===== config.mk =====
export PLATFORM = sky130hd
export DESIGN_NAME = stream_pair_monitor
export DESIGN_NICKNAME = d
export VERILOG_FILES = /design/src/rtl/stream_pair_monitor.sv
export SDC_FILE = /design/constraint.sdc
export NUM_CORES = 1
export LEC_CHECK = 0
export BUFFER_PORTS_ARGS = -buffer_cell sky130_fd_sc_hd__buf_2
export CAP_MARGIN = 20
export CORE_MARGIN = 3
export CORE_UTILIZATION = 36
export CTS_BUF_LIST = sky130_fd_sc_hd__clkbuf_8
export CTS_CLUSTER_DIAMETER = 80
export DETAILED_ROUTE_END_ITERATION = 8
export PLACE_DENSITY = 0.6
export RECOVER_POWER = 25
export SLEW_MARGIN = 15
export SYNTH_ARGS = -nofsm -noshare
export SYNTH_HDL_FRONTEND = slang
export SYNTH_SLANG_ARGS = --single-unit
export TNS_END_PERCENT = 100

===== constraint.sdc =====
create_clock -name clk -period 3.1 [get_ports clk]
set_clock_uncertainty 0.2 [all_clocks]
set_input_delay 0.465 -clock clk [delete_from_list [all_inputs] [get_ports clk]]
set_output_delay 0.465 -clock clk [all_outputs]
set_load 0.01 [all_outputs]

===== src/rtl/stream_pair_monitor.sv =====
// Counts the four joint bit patterns of a stochastic bitstream pair over a window
// of 2^WIN_LOG2 valid samples and publishes the histogram at window end.
//
// state | meaning
// IDLE  | waiting for start; results of the last window held on cnt*
// RUN   | accumulating valid samples until the window fills or clear aborts
module stream_pair_monitor #(
    parameter int WIN_LOG2 = 8,
    parameter int CW       = WIN_LOG2 + 1
) (
    input  logic          clk,
    input  logic          rst_n,
    input  logic          start,
    input  logic          clear,
    input  logic          in_valid,
    input  logic [1:0]    in,
    output logic          busy,
    output logic          done,
    output logic [CW-1:0] cnt11,
    output logic [CW-1:0] cnt10,
    output logic [CW-1:0] cnt01,
    output logic [CW-1:0] cnt00
);

    localparam logic IDLE = 1'b0;
    localparam logic RUN  = 1'b1;

    localparam logic [CW-1:0]       ACC_ONE = CW'(1);
    localparam logic [WIN_LOG2-1:0] SMP_ONE = WIN_LOG2'(1);

    logic                   state_q, state_d;
    logic [WIN_LOG2-1:0]    smp_q, smp_d;
    logic [3:0][CW-1:0]     acc_q, acc_d;
    logic [3:0][CW-1:0]     cnt_q, cnt_d;
    logic                   done_q, done_d;

    always_comb begin
        state_d = state_q;
        smp_d   = smp_q;
        acc_d   = acc_q;
        cnt_d   = cnt_q;
        done_d  = 1'b0;
        case (state_q)
            IDLE: begin
                if (start && !clear) begin
                    state_d = RUN;
                    smp_d   = '0;
                    acc_d   = '0;
                end
            end
            default: begin
                if (clear) begin
                    state_d = IDLE;
                end else if (in_valid) begin
                    acc_d[in] = acc_q[in] + ACC_ONE;
                    smp_d     = smp_q + SMP_ONE;
                    // Terminal sample: publish totals including this sample.
                    if (&smp_q) begin
                        cnt_d   = acc_d;
                        done_d  = 1'b1;
                        state_d = IDLE;
                    end
                end
            end
        endcase
    end

    always_ff @(posedge clk or negedge rst_n) begin
        if (!rst_n) begin
            state_q <= IDLE;
            smp_q   <= '0;
            acc_q   <= '0;
            cnt_q   <= '0;
            done_q  <= 1'b0;
        end else begin
            state_q <= state_d;
            smp_q   <= smp_d;
            acc_q   <= acc_d;
            cnt_q   <= cnt_d;
            done_q  <= done_d;
        end
    end

    assign busy  = (state_q == RUN);
    assign done  = done_q;
    assign cnt11 = cnt_q[3];
    assign cnt10 = cnt_q[2];
    assign cnt01 = cnt_q[1];
    assign cnt00 = cnt_q[0];

endmodule


==> results of run 1 <==
logic make-up after synthesis:
logic type | share of synthesized area
xor gates and xnor gates | 0.06378
muxes | 0.05115
DFF | 0.5178
AOI/OAI and AO/OA | 0.1528
and+or+nand+nor | 0.1743
buffers and inverters | 0.03379
adders and majority gates | 0.006314
worst max-delay path: cells and delay by family, from the launching register on:
family,cells,cell delay (ns)
DFF,1,0.41
and+or+nand+nor,2,1.12
buffers and inverters,1,0.33
AOI/OAI and AO/OA,2,0.31
routing by layer:
metal | global-route usage | vias to the layer above | share of wire
li1 | - | 1445 | -
met1 | 0.2235 | 1484 | 0.45
met2 | 0.2536 | 97 | 0.48
met3 | 0.03221 | 16 | 0.053
met4 | 0.05501 | 0 | 0.020
met5 | 0 | - | 0
per-stage QoR:
stage / total power, mW / cells / utilization
final: 1.995 / 573 / 0.4336
after global placement: 1.252 / 556 / 0.4128
after CTS: 2.006 / 571 / 0.4304
after global routing: 2.071 / 573 / 0.4336
after detailed placement: 1.255 / 556 / 0.4128
after floorplan: 1.192 / 387 / -
cell type report:
cell class                 count  share of cell area
sequential                    82              0.4503
multi-input combinational    277              0.3915
timing repair buffer          58             0.07606
tap                          136             0.03734
clock buffer                  10             0.03020
clock inverter                 5             0.01043
inverter                       5            0.004119
worst max-delay path by stage:
stage | start | endpoint | slack, ns | cells past startpoint
global route | rst_n | cnt11[0] | 0.33 | 2
CTS | smp_q[5] | cnt11[2] | 0.65 | 5
floorplan | in[0] | cnt11[2] | 0.74 | 6
finish | smp_q[5] | cnt11[2] | 0.64 | 5
detailed placement | in[0] | cnt00[8] | 0.31 | 7
global placement | in[0] | cnt00[8] | 0.36 | 7
what timing repair did:
item / 4_1_cts / 5_1_grt
gates resized for setup: 0 / 0
hold buffers: 0 / 1
endpoints found under the hold margin: 0 / 31
setup buffers: 0 / 0
cells in the final DEF, fill, tap and decap left out, drive strengths merged, types with 5 or more instances in the layout:
cell | netlist | final
and3 | 7 | 7
a21oi | 14 | 14
nand3 | 13 | 13
buf | 10 | 56
inv | 5 | 7
o21ai | 55 | 55
nor2 | 21 | 21
clkbuf | 13 | 11
mux4 | 9 | 9
xnor2 | 19 | 19
o211ai | 5 | 5
dfrtp | 82 | 82
nand2 | 73 | 73
a22o | 5 | 5
nor3 | 7 | 7
xor2 | 6 | 6
state kept, by name, summed over array words and instances, names as in the netlist:
| name | count |
|---|---|
| cnt01 | 9 |
| cnt11 | 9 |
| done | 1 |
| cnt00 | 9 |
| cnt10 | 9 |
| smp_q | 8 |
| busy | 1 |
| acc_q | 36 |
power breakdown:
part | leakage (nW) | internal (mW) | switching (mW) | total (mW)
clock | 0.105 | 0.382 | 0.376 | 0.757
sequential | 1.14 | 1.08 | 0.0124 | 1.09
combinational | 0.804 | 0.0442 | 0.101 | 0.145
==> impl_metrics.csv, run 1 <==
group,metric,value,unit
run_status,violations,"max-capacitance violations, max-slew violations",
sta,layout_setup_ws,0.6409,ns
worst_setup_path,rr_startpoint,"smp_q[5]",
route,routed-via-count,3042,
sta,fin_tns_setup,0,ns
worst_hold_path,min_from,"cnt10[2]",
synthesis,synth-seq-area-share,0.5178,
final_layout,final_cell_area,0.004557,mm^2
grt,grt_pass1_wl,15980,um
placed_design,pre_cts_ws,0.3115,ns
worst_setup_path,r2r_setup_slack,0.64,ns
worst_setup_path,cp_cell_sequence,"nand4_1, or4_2, buf_4, a211oi_1, a21o_1",
grt,grt_max_degree,83,
synthesis,synth_most_common_cell,"dfrtp_1",
sta,slew_violations,32,
synthesis,synth_fp_nets,396,
final_layout,multi_input_area,0.001784,mm^2
floorplanning,core_area,0.01051,mm^2
synthesis,synth_ff_type,"dfrtp_1",
final_layout,fin_nets,442,
sta,fmax,0.4066,GHz
synthesis,synthCells,387,
power_and_ir_drop,power.density,437.9,mW/mm^2
worst_setup_path,critPathMaxStageDelay,0.94,ns
power_and_ir_drop,ir_worst_vdd,0.1739,mV
worst_setup_path,end_kind,"register",
worst_setup_path,worstPathMaxFanout,38,
route,wl_per_cell,16.88,um
power_and_ir_drop,p_leak,2.051,nW
worst_setup_path,reg2reg_depth,5,
placed_design,portBuffers,44,
route,viasPerCell,5.309,
route,routed_wl,9672,um
floorplanning,io_pins,45,
final_layout,syn_to_final_growth,15.00,%
sta,max-slew-margin-rel,-0.2265,
synthesis,post_synth.cell_area_avg,10.24,um^2
route,postRouteAntennaNets,0,
route,drt_iter0_markers,295,
sta,fin_crit_sh,0.7933,
clock_tree,clock-sinks,82,
sta,fin_crit,2.459,ns
final_layout,drive_gt1_frac,0.2197,
worst_setup_path,crit_required,3.20,ns
sta,setup_viol,0,
flow_run,maxCapViolCount,1,
synthesis,synthTopCellsByArea,"dfrtp_1, nand2_1, mux4_2, o21ai_0, xnor2_1",
placed_design,place.gp.congestion,0.8388,
synthesis,synth_common_cells,"dfrtp_1, nand2_1, o21ai_0",
floorplanning,initial_core_util,0.3771,
placed_design,place_area,0.004338,mm^2
synthesis,synth-async-reset-ratio,1.000,
run_status,status,"finished, violations left",
clock_tree,root_buffer,"clkbuf_8",
clock_tree,htree_levels,3,
worst_setup_path,worstSetupStartpointType,"register",
route,drc,0,
floorplanning,die-area,0.01230,mm^2
grt,grt_overflow,0,
worst_setup_path,regToRegEndpoint,"cnt11[2]",
synthesis,synth_edf_count,0,
synthesis,ys_types,48,
final_layout,seqCellArea,0.002052,mm^2
clock_tree,insertion_delay,0.35,ns
worst_setup_path,worstSetupPathType,"register to register",
synthesis,synth_top_area_share,0.5178,
clock_tree,cts_max_path_buffers,2,
synthesis,yosys_warnings,0,
synthesis,ys_ff_latch,82,
worst_hold_path,min_path_cells,2,
synthesis,synth_top_area_cell,"dfrtp_1",
grt,grt_pass1_vias,3066,
sta,whs,0.2663,ns
worst_setup_path,cp.arrival,2.56,ns
clock_tree,cts_buffers,9,
clock_tree,path_clk_slew,0.08,ns
worst_hold_path,min_to,"cnt10[2]",
placed_design,dp_hpwl,6575,um
grt,antenna_found_initial,0,
route,firstDrtPassIters,5,
sta,hold_viol,0,
synthesis,syn_area,0.003963,mm^2
sta,worst_pin_slew,1.840,ns
floorplanning,die_h,110.9,um
floorplanning,placementRows,37,
worst_setup_path,slowest_stage,"or4_2",
floorplanning,die-width,110.9,um
sta,rsz0062_at_grt,"false",
final_layout,diodes,0,
worst_hold_path,min_path_type,"register to register",
final_layout,fillers,1025,
grt,track_usage,0.1614,
clock_tree,cts_tree,"yes",
(Power assumes the default switching activity.)
==> run 2, diff against run 1 <==
--- a/config.mk
+++ b/config.mk
@@ -5,6 +5,7 @@
 export SDC_FILE = /design/constraint.sdc
 export NUM_CORES = 1
 export LEC_CHECK = 0
+export ABC_AREA = 1
 export BUFFER_PORTS_ARGS = -buffer_cell sky130_fd_sc_hd__buf_2
 export CAP_MARGIN = 20
 export CORE_MARGIN = 3
@@ -12,7 +13,7 @@
 export CTS_BUF_LIST = sky130_fd_sc_hd__clkbuf_8
 export CTS_CLUSTER_DIAMETER = 80
 export DETAILED_ROUTE_END_ITERATION = 8
-export PLACE_DENSITY = 0.6
+export PLACE_DENSITY = 0.61
 export RECOVER_POWER = 25
 export SLEW_MARGIN = 15
 export SYNTH_ARGS = -nofsm -noshare
==> constraint.sdc (replaced) <==
create_clock -name clk -period 2.25 [get_ports clk]
set_clock_uncertainty 0.2 [all_clocks]
set_input_delay 0.3375 -clock clk [delete_from_list [all_inputs] [get_ports clk]]
set_output_delay 0.3375 -clock clk [all_outputs]
set_load 0.01 [all_outputs]
==> run 2 against run 1 <==
The run now ends clean. Cell count grew 27%. Power grew 55%. Die area grew 3.0%. Fmax grew 23%. Global-route usage grew 1.7 points. Worst hold slack lost 0.21 ns. Utilization shrank 0.22 points. Clock-buffer cell count is the same. Synthesized cell count grew 38%. Wire length grew 9.6%. Clock power grew 40%. Highest routed layer unchanged.
==> impl_metrics.csv, run 2 <==
group,metric,value,unit
floorplanning,die_h,112.6,um
clock_tree,root_buffer,"clkbuf_8",
final_layout,seqCellArea,0.002052,mm^2
power_and_ir_drop,cellInternalPower,2.228,mW
sta,worst_pin_slew,0.9245,ns
placed_design,portBuffers,44,
floorplanning,placementRows,38,
grt,track_usage,0.1782,
synthesis,post_synth.cell_area_avg,7.657,um^2
synthesis,synth_top_family_by_area,"simple AND/OR/NAND/NOR gates",
final_layout,drive_gt1_frac,0.1778,
floorplanning,io_pins,45,
sta,layout_setup_ws,0.2517,ns
worst_setup_path,worstPathMaxFanout,4,
clock_tree,insertion_delay,0.36,ns
synthesis,ys_types,29,
synthesis,synth_common_cells,"nand2_1, dfrtp_1, nand3_1",
final_layout,diodes,0,
power_and_ir_drop,p_leak,2.551,nW
power_and_ir_drop,pwr-share-clk,0.343,
synthesis,synthTopCellsByArea,"dfrtp_1, nand2_1, nand3_1, o21ai_0, o211ai_1",
synthesis,muxShareOfSynthArea,0,
synthesis,synth-async-reset-ratio,1.000,
sta,slew_violations,0,
final_layout,fin_cells,725,
power_and_ir_drop,ir_worst_vdd,0.2368,mV
synthesis,syn_area,0.004089,mm^2
final_layout,regMostFlops,"acc_q",
final_layout,syn_to_final_growth,15.88,%
route,routed-via-count,3702,
grt,grt_overflow,0,
synthesis,yosys_warnings,0,
sta,hold_viol,0,
synthesis,synth_ff_type,"dfrtp_1",
worst_setup_path,critPathMaxStageDelay,0.37,ns
worst_setup_path,cp_cell_sequence,"inv_1, o21ai_1, nand2_1, nand2_2, ha_1, xnor2_1, nand2_1, o21ai_0, o21ai_0",
floorplanning,die-width,112.6,um
grt,grt_pass1_vias,3692,
synthesis,synthCells,534,
clock_tree,cts_tree,"yes",
route,firstDrtPassIters,5,
grt,antenna_found_initial,0,
grt,met2_usage,0.2875,
floorplanning,initial_core_util,0.3723,
clock_tree,post_cts_buffers,0,
synthesis,yosys.area_share.adder,0.006120,
power_and_ir_drop,combPwrFrac,0.140,
synthesis,synth_fp_nets,543,
synthesis,ys_ff_latch,82,
final_layout,multi_input_area,0.001822,mm^2
clock_tree,cts_max_path_buffers,2,
final_layout,fin_nets,589,
power_and_ir_drop,p_sw,0.8634,mW
worst_setup_path,slowest_stage,"dfrtp_1",
floorplanning,die-area,0.01267,mm^2
synthesis,synth_most_common_cell,"nand2_1",
worst_setup_path,crit_family,"flip-flops",
worst_setup_path,crit_required,2.27,ns
sta,fin_crit_sh,0.8881,
worst_hold_path,min_path_type,"primary input to register",
worst_setup_path,reg2reg_depth,9,
worst_setup_path,cp_num_cells,9,
final_layout,largest_reg_flops,36,
sta,max-slew-margin-rel,0.3837,
power_and_ir_drop,pwr-share-seq,0.518,
synthesis,synth-seq-area-share,0.5018,
worst_setup_path,r2r_setup_slack,0.25,ns
sta,fmax,0.5004,GHz
grt,grt-busiest-layer,"met2",
final_layout,fillers,1110,
route,viasPerCell,5.106,
grt,grt_max_degree,50,
worst_setup_path,worstSetupStartpointType,"register",
route,drc,0,
power_and_ir_drop,totalPowerFinal,3.091,mW
sta,setup_viol,0,
worst_setup_path,critPathCapture,"cnt11[2]",
run_status,status,"finished clean",
grt,grt.met1_usage,0.2426,
synthesis,synth_xor_area_frac,0.002142,
route,postRouteAntennaNets,0,
floorplanning,core_area,0.01098,mm^2
synthesis,synth_edf_count,0,
route,wl_per_cell,14.63,um
final_layout,layout_common_cells,"nand2_1, dfrtp_1, nand3_1",
worst_setup_path,cp.arrival,2.02,ns
clock_tree,htree_levels,3,
placed_design,pre_cts_ws,-0.05465,ns
clock_tree,cts_buffers,9,
route,drt_iter0_markers,177,
worst_setup_path,cp_num_buf_inv,1,
worst_setup_path,rr_startpoint,"acc_q[0]",
placed_design,dp_cells,708,
synthesis,synth_compound_area_frac,0.09823,
route,routed_wl,10600,um
synthesis,synth_top_area_cell,"dfrtp_1",
worst_setup_path,regToRegEndpoint,"cnt11[2]",
placed_design,place.gp.congestion,0.9023,
grt,grt_pass1_wl,18230,um
synthesis,synth_top_area_share,0.5018,
worst_setup_path,cp-startpoint,"acc_q[0]",
final_layout,utilization,0.4314,
clock_tree,path_clk_slew,0.08,ns
clock_tree,clock-sinks,82,
placed_design,dp_hpwl,7199,um
flow_run,maxCapViolCount,0,
worst_setup_path,worstSetupPathType,"register to register",
power_and_ir_drop,p_sw_frac,0.2793,
final_layout,final_common_cell,"nand2_1",
grt,grtUsageMet3,0.03935,
sta,fin_crit,1.998,ns
worst_setup_path,end_kind,"register",
sta,rsz0062_at_grt,"false",
power_and_ir_drop,power.density,652.4,mW/mm^2
sta,whs,0.05386,ns
synthesis,synthSimpleGateAreaFrac,0.3363,
## run 2: changes by cell type after synthesis, sizes merged, moves of 13 or more
cell / change
nand2: +145
nand3: +51
inv: +27
xnor2: -18
o21ai: -26
or2: +13
## run 2: power by group through the flow
stage	registers [mW]	clock network, mW	logic [mW]
after floorplan	1.61	0	0.286
after global placement	1.63	0	0.421
after detailed placement	1.63	0	0.433
after CTS	1.60	1.10	0.436
after global routing	1.61	1.15	0.493
final	1.60	1.06	0.432
## run 2: worst min path at each step
stage               startpoint       end  slack, ns  depth (start not counted)
floorplan                rst_n  acc_q[0]      -0.16                          0
global placement         rst_n  cnt01[6]       0.13                          1
detailed placement       rst_n  cnt01[6]       0.13                          1
CTS                   in_valid      done       0.04                          3
global route          in_valid      done       0.07                          3
finish                in_valid      done       0.05                          3
## run 2: cell type report
type / instances / share of cell area
inverters: 32 / 0.02535
well taps: 140 / 0.03697
clock inverters: 6 / 0.01241
multi-input cells: 396 / 0.3845
clock buffers: 10 / 0.02905
flip-flops and latches: 82 / 0.4331
repair buffers: 59 / 0.07869
## run 2: cell families (layout without fill, tap and decap cells)
kind of cell / count (synthesis) / after routing
and+or+nand+nor: 326 / 326
xor gates and xnor gates: 1 / 1
DFF: 82 / 82
buffers and inverters: 56 / 107
adders and majority gates: 2 / 2
AOI/OAI and AO/OA: 67 / 67
## run 2: through the flow
stage | setup TNS, ns | instance area (um^2)
after global placement | -0.02847 | 4531
final | 0 | 4738
after detailed placement | -0.2102 | 4531
after global routing | 0 | 4738
after CTS | 0 | 4737
after floorplan | 0 | 4089
## run 2: per-layer routing
| metal | share of wire | up-vias | routed length (um) |
|---|---|---|---|
| met1 | 0.47 | 1768 | 5032 |
| met3 | 0.047 | 12 | 502 |
| met5 | 0 | - | 0 |
| met4 | 0.012 | 0 | 131 |
| met2 | 0.47 | 89 | 4938 |
| li1 | - | 1833 | - |
## run 2: worst reg2reg max path: stages, from the launching register on
cell     delay (ns)
dfrtp_1        0.37
inv_1          0.09
o21ai_1        0.07
nand2_1        0.12
nand2_2        0.09
ha_1           0.23
xnor2_1        0.35
nand2_1        0.08
o21ai_0        0.14
o21ai_0        0.14
## run 2: what timing repair did
item / in CTS / in global routing
hold endpoints to repair: 33 / 0
endpoints found under the setup margin: 0 / 1
gates resized for setup: 0 / 1
hold buffers: 1 / 0
==> run 3, diff against run 2 <==
==> constraint.sdc (replaced) <==
create_clock -name clk -period 1.75 [get_ports clk]
set_clock_uncertainty 0.2 [all_clocks]
set_input_delay 0.2625 -clock clk [delete_from_list [all_inputs] [get_ports clk]]
set_output_delay 0.2625 -clock clk [all_outputs]
set_load 0.01 [all_outputs]
==> run 3 against run 2 <==
The flow now finishes with violations (negative setup slack). Cell count increased by 5.5%. Global-route usage increased by 0.64 points. Worst hold slack got worse by 0.028 ns. Clock-buffer cell count increased by 1. Wire length increased by 4.6%. First-iteration DRC count increased by 27%. Sequential share of layout area decreased by 5.4 points. Sequential power increased by 29%. Register-to-register slack got worse by 0.34 ns. Largest cell class is now multi-input combinational cells.
==> impl_metrics.csv, run 3 (synthesis gave the netlist of run 2 again) <==
group,metric,value,unit
worst_hold_path,min_path_type,"primary input to register",
power_and_ir_drop,ir_worst_vdd,0.3261,mV
worst_setup_path,rr_startpoint,"acc_q[0]",
grt,met2_usage,0.2907,
clock_tree,path_clk_slew,0.09,ns
floorplanning,die-width,112.6,um
clock_tree,insertion_delay,0.37,ns
final_layout,final_cell_area,0.005413,mm^2
route,firstDrtPassIters,5,
route,routed-via-count,3817,
sta,max-slew-margin-rel,0.4444,
clock_tree,cts_buffers,9,
worst_setup_path,reg2reg_depth,12,
placed_design,dp_hpwl,7738,um
sta,setup_viol,41,
sta,fin_crit,1.838,ns
worst_setup_path,slowest_stage,"dfrtp_1",
worst_setup_path,end_kind,"register",
grt,grt-busiest-layer,"met2",
clock_tree,clock-sinks,82,
placed_design,place_area,0.004788,mm^2
sta,layout_setup_ws,-0.08802,ns
grt,grt_pass1_vias,3748,
grt,grt_overflow,0,
worst_setup_path,crit_required,1.87,ns
power_and_ir_drop,p_leak,2.816,nW
sta,worst_pin_slew,0.8334,ns
worst_setup_path,critPathCapture,"cnt01[8]",
final_layout,regMostFlops,"acc_q",
final_layout,layout_common_cells,"nand2_1, dfrtp_1, buf_4",
run_status,violations,"negative setup slack",
grt,antenna_found_initial,0,
final_layout,fin_nets,629,
clock_tree,cts_max_path_buffers,2,
final_layout,syn_to_final_growth,32.37,%
final_layout,drive_gt1_frac,0.3296,
floorplanning,core_area,0.01098,mm^2
worst_setup_path,cp_cell_sequence,"inv_2, o21ai_2, nand2_1, nand2_2, ha_4, nand2_4, nor2_4, buf_4, nand3_4, nand3_2, nand3_2, nand2_2",
sta,fin_crit_sh,1.050,
grt,grt_pass1_wl,18920,um
placed_design,pre_cts_ws,-0.3032,ns
worst_setup_path,critPathMaxStageDelay,0.35,ns
flow_run,maxCapViolCount,0,
placed_design,dp_cells,738,
clock_tree,htree_levels,3,
clock_tree,root_buffer,"clkbuf_8",
final_layout,fin_cells,765,
final_layout,diodes,0,
worst_setup_path,cp-startpoint,"acc_q[0]",
worst_setup_path,cp.arrival,1.95,ns
floorplanning,io_pins,45,
floorplanning,die-area,0.01267,mm^2
power_and_ir_drop,power.density,780.9,mW/mm^2
worst_setup_path,worstSetupStartpointType,"register",
grt,grtUsageMet3,0.02642,
worst_setup_path,regToRegEndpoint,"cnt01[8]",
clock_tree,cts_tree,"yes",
placed_design,portBuffers,44,
route,drt_iter0_markers,224,
worst_hold_path,min_from,"clear",
grt,grt_max_degree,32,
placed_design,place.gp.congestion,0.8892,
floorplanning,placementRows,38,
final_layout,final_common_cell,"nand2_1",
sta,fin_tns_setup,-1.713,ns
sta,rsz0062_at_grt,"true",
floorplanning,initial_core_util,0.3723,
route,drc,0,
floorplanning,die_h,112.6,um
sta,fmax,0.5441,GHz
worst_setup_path,worstPathMaxFanout,5,
final_layout,largest_reg_flops,36,
sta,hold_viol,0,
sta,slew_violations,0,
run_status,status,"finished, violations left",
route,wl_per_cell,14.50,um
grt,track_usage,0.1845,
route,postRouteAntennaNets,0,
route,viasPerCell,4.990,
worst_setup_path,r2r_setup_slack,-0.09,ns
worst_setup_path,worstSetupPathType,"register to register",
route,routed_wl,11100,um
grt,grt.met1_usage,0.2580,
-- run 3: cell count changes in the layout (fill, tap and decap cells not counted), moves of 9 or more --
cell,before,now
buf_4,11,48
nand2_2,4,13
o21ai_0,26,17
nand3_1,63,28
nand3_2,1,30
nand2_1,214,200
-- run 3: area by class of cell --
cell class / instances / area [um^2]
well taps: 140 / 175.2
inverters: 32 / 120.1
repair buffers: 99 / 688.2
multi-input cells: 396 / 2173
clock inverters: 5 / 52.55
clock buffers: 11 / 151.4
flip-flops and latches: 82 / 2052
fillers: 1072 / 5570
-- run 3: metal layers --
metal  part of all wire  vias up
li1                   -     1913
met3              0.040       12
met5                  0        -
met2               0.47       78
met4              0.018        0
met1               0.47     1814
-- run 3: power by group --
| part | internal, mW | switching, mW | leakage [nW] |
|---|---|---|---|
| combinational | 0.292 | 0.435 | 1.58 |
| sequential | 1.98 | 0.0779 | 1.13 |
| clock | 0.730 | 0.708 | 0.105 |
| total | 3.01 | 1.22 | 2.82 |
-- run 3: how the worst min path moves through the flow --
stage	endpoint	slack (ns)	cells after the start
finish	done	0.03	4
global route	done	0.06	4
CTS	done	0.003	4
detailed placement	acc_q[24]	0.05	1
global placement	cnt01[5]	0.05	1
floorplan	acc_q[0]	-0.23	0
-- run 3: timing repair --
action | in CTS | in global routing
endpoints found under the hold margin | 46 | 0
pin swaps | 15 | 21
resized for setup | 42 | 42
endpoints found under the setup margin | 46 | 63
hold buffers | 2 | 0
setup buffers | 3 | 6
-- run 3: worst max-delay path, delay by kind of cell (launching register included) --
family	cells	cell delay [ns]
compound gates	1	0.10
buf+inv	2	0.20
simple gates	8	0.81
fa+ha+maj	1	0.15
flops	1	0.35
-- run 3: per-stage QoR --
stage | power, mW | utilization | hold slack [ns]
final | 4.227 | 0.4928 | 0.02606
after global routing | 4.440 | 0.4928 | 0.05645
after detailed placement | 2.716 | 0.4360 | 0.04852
after CTS | 4.209 | 0.4739 | 0.002994
after floorplan | 2.446 | - | -0.2331
after global placement | 2.700 | 0.4360 | 0.04733
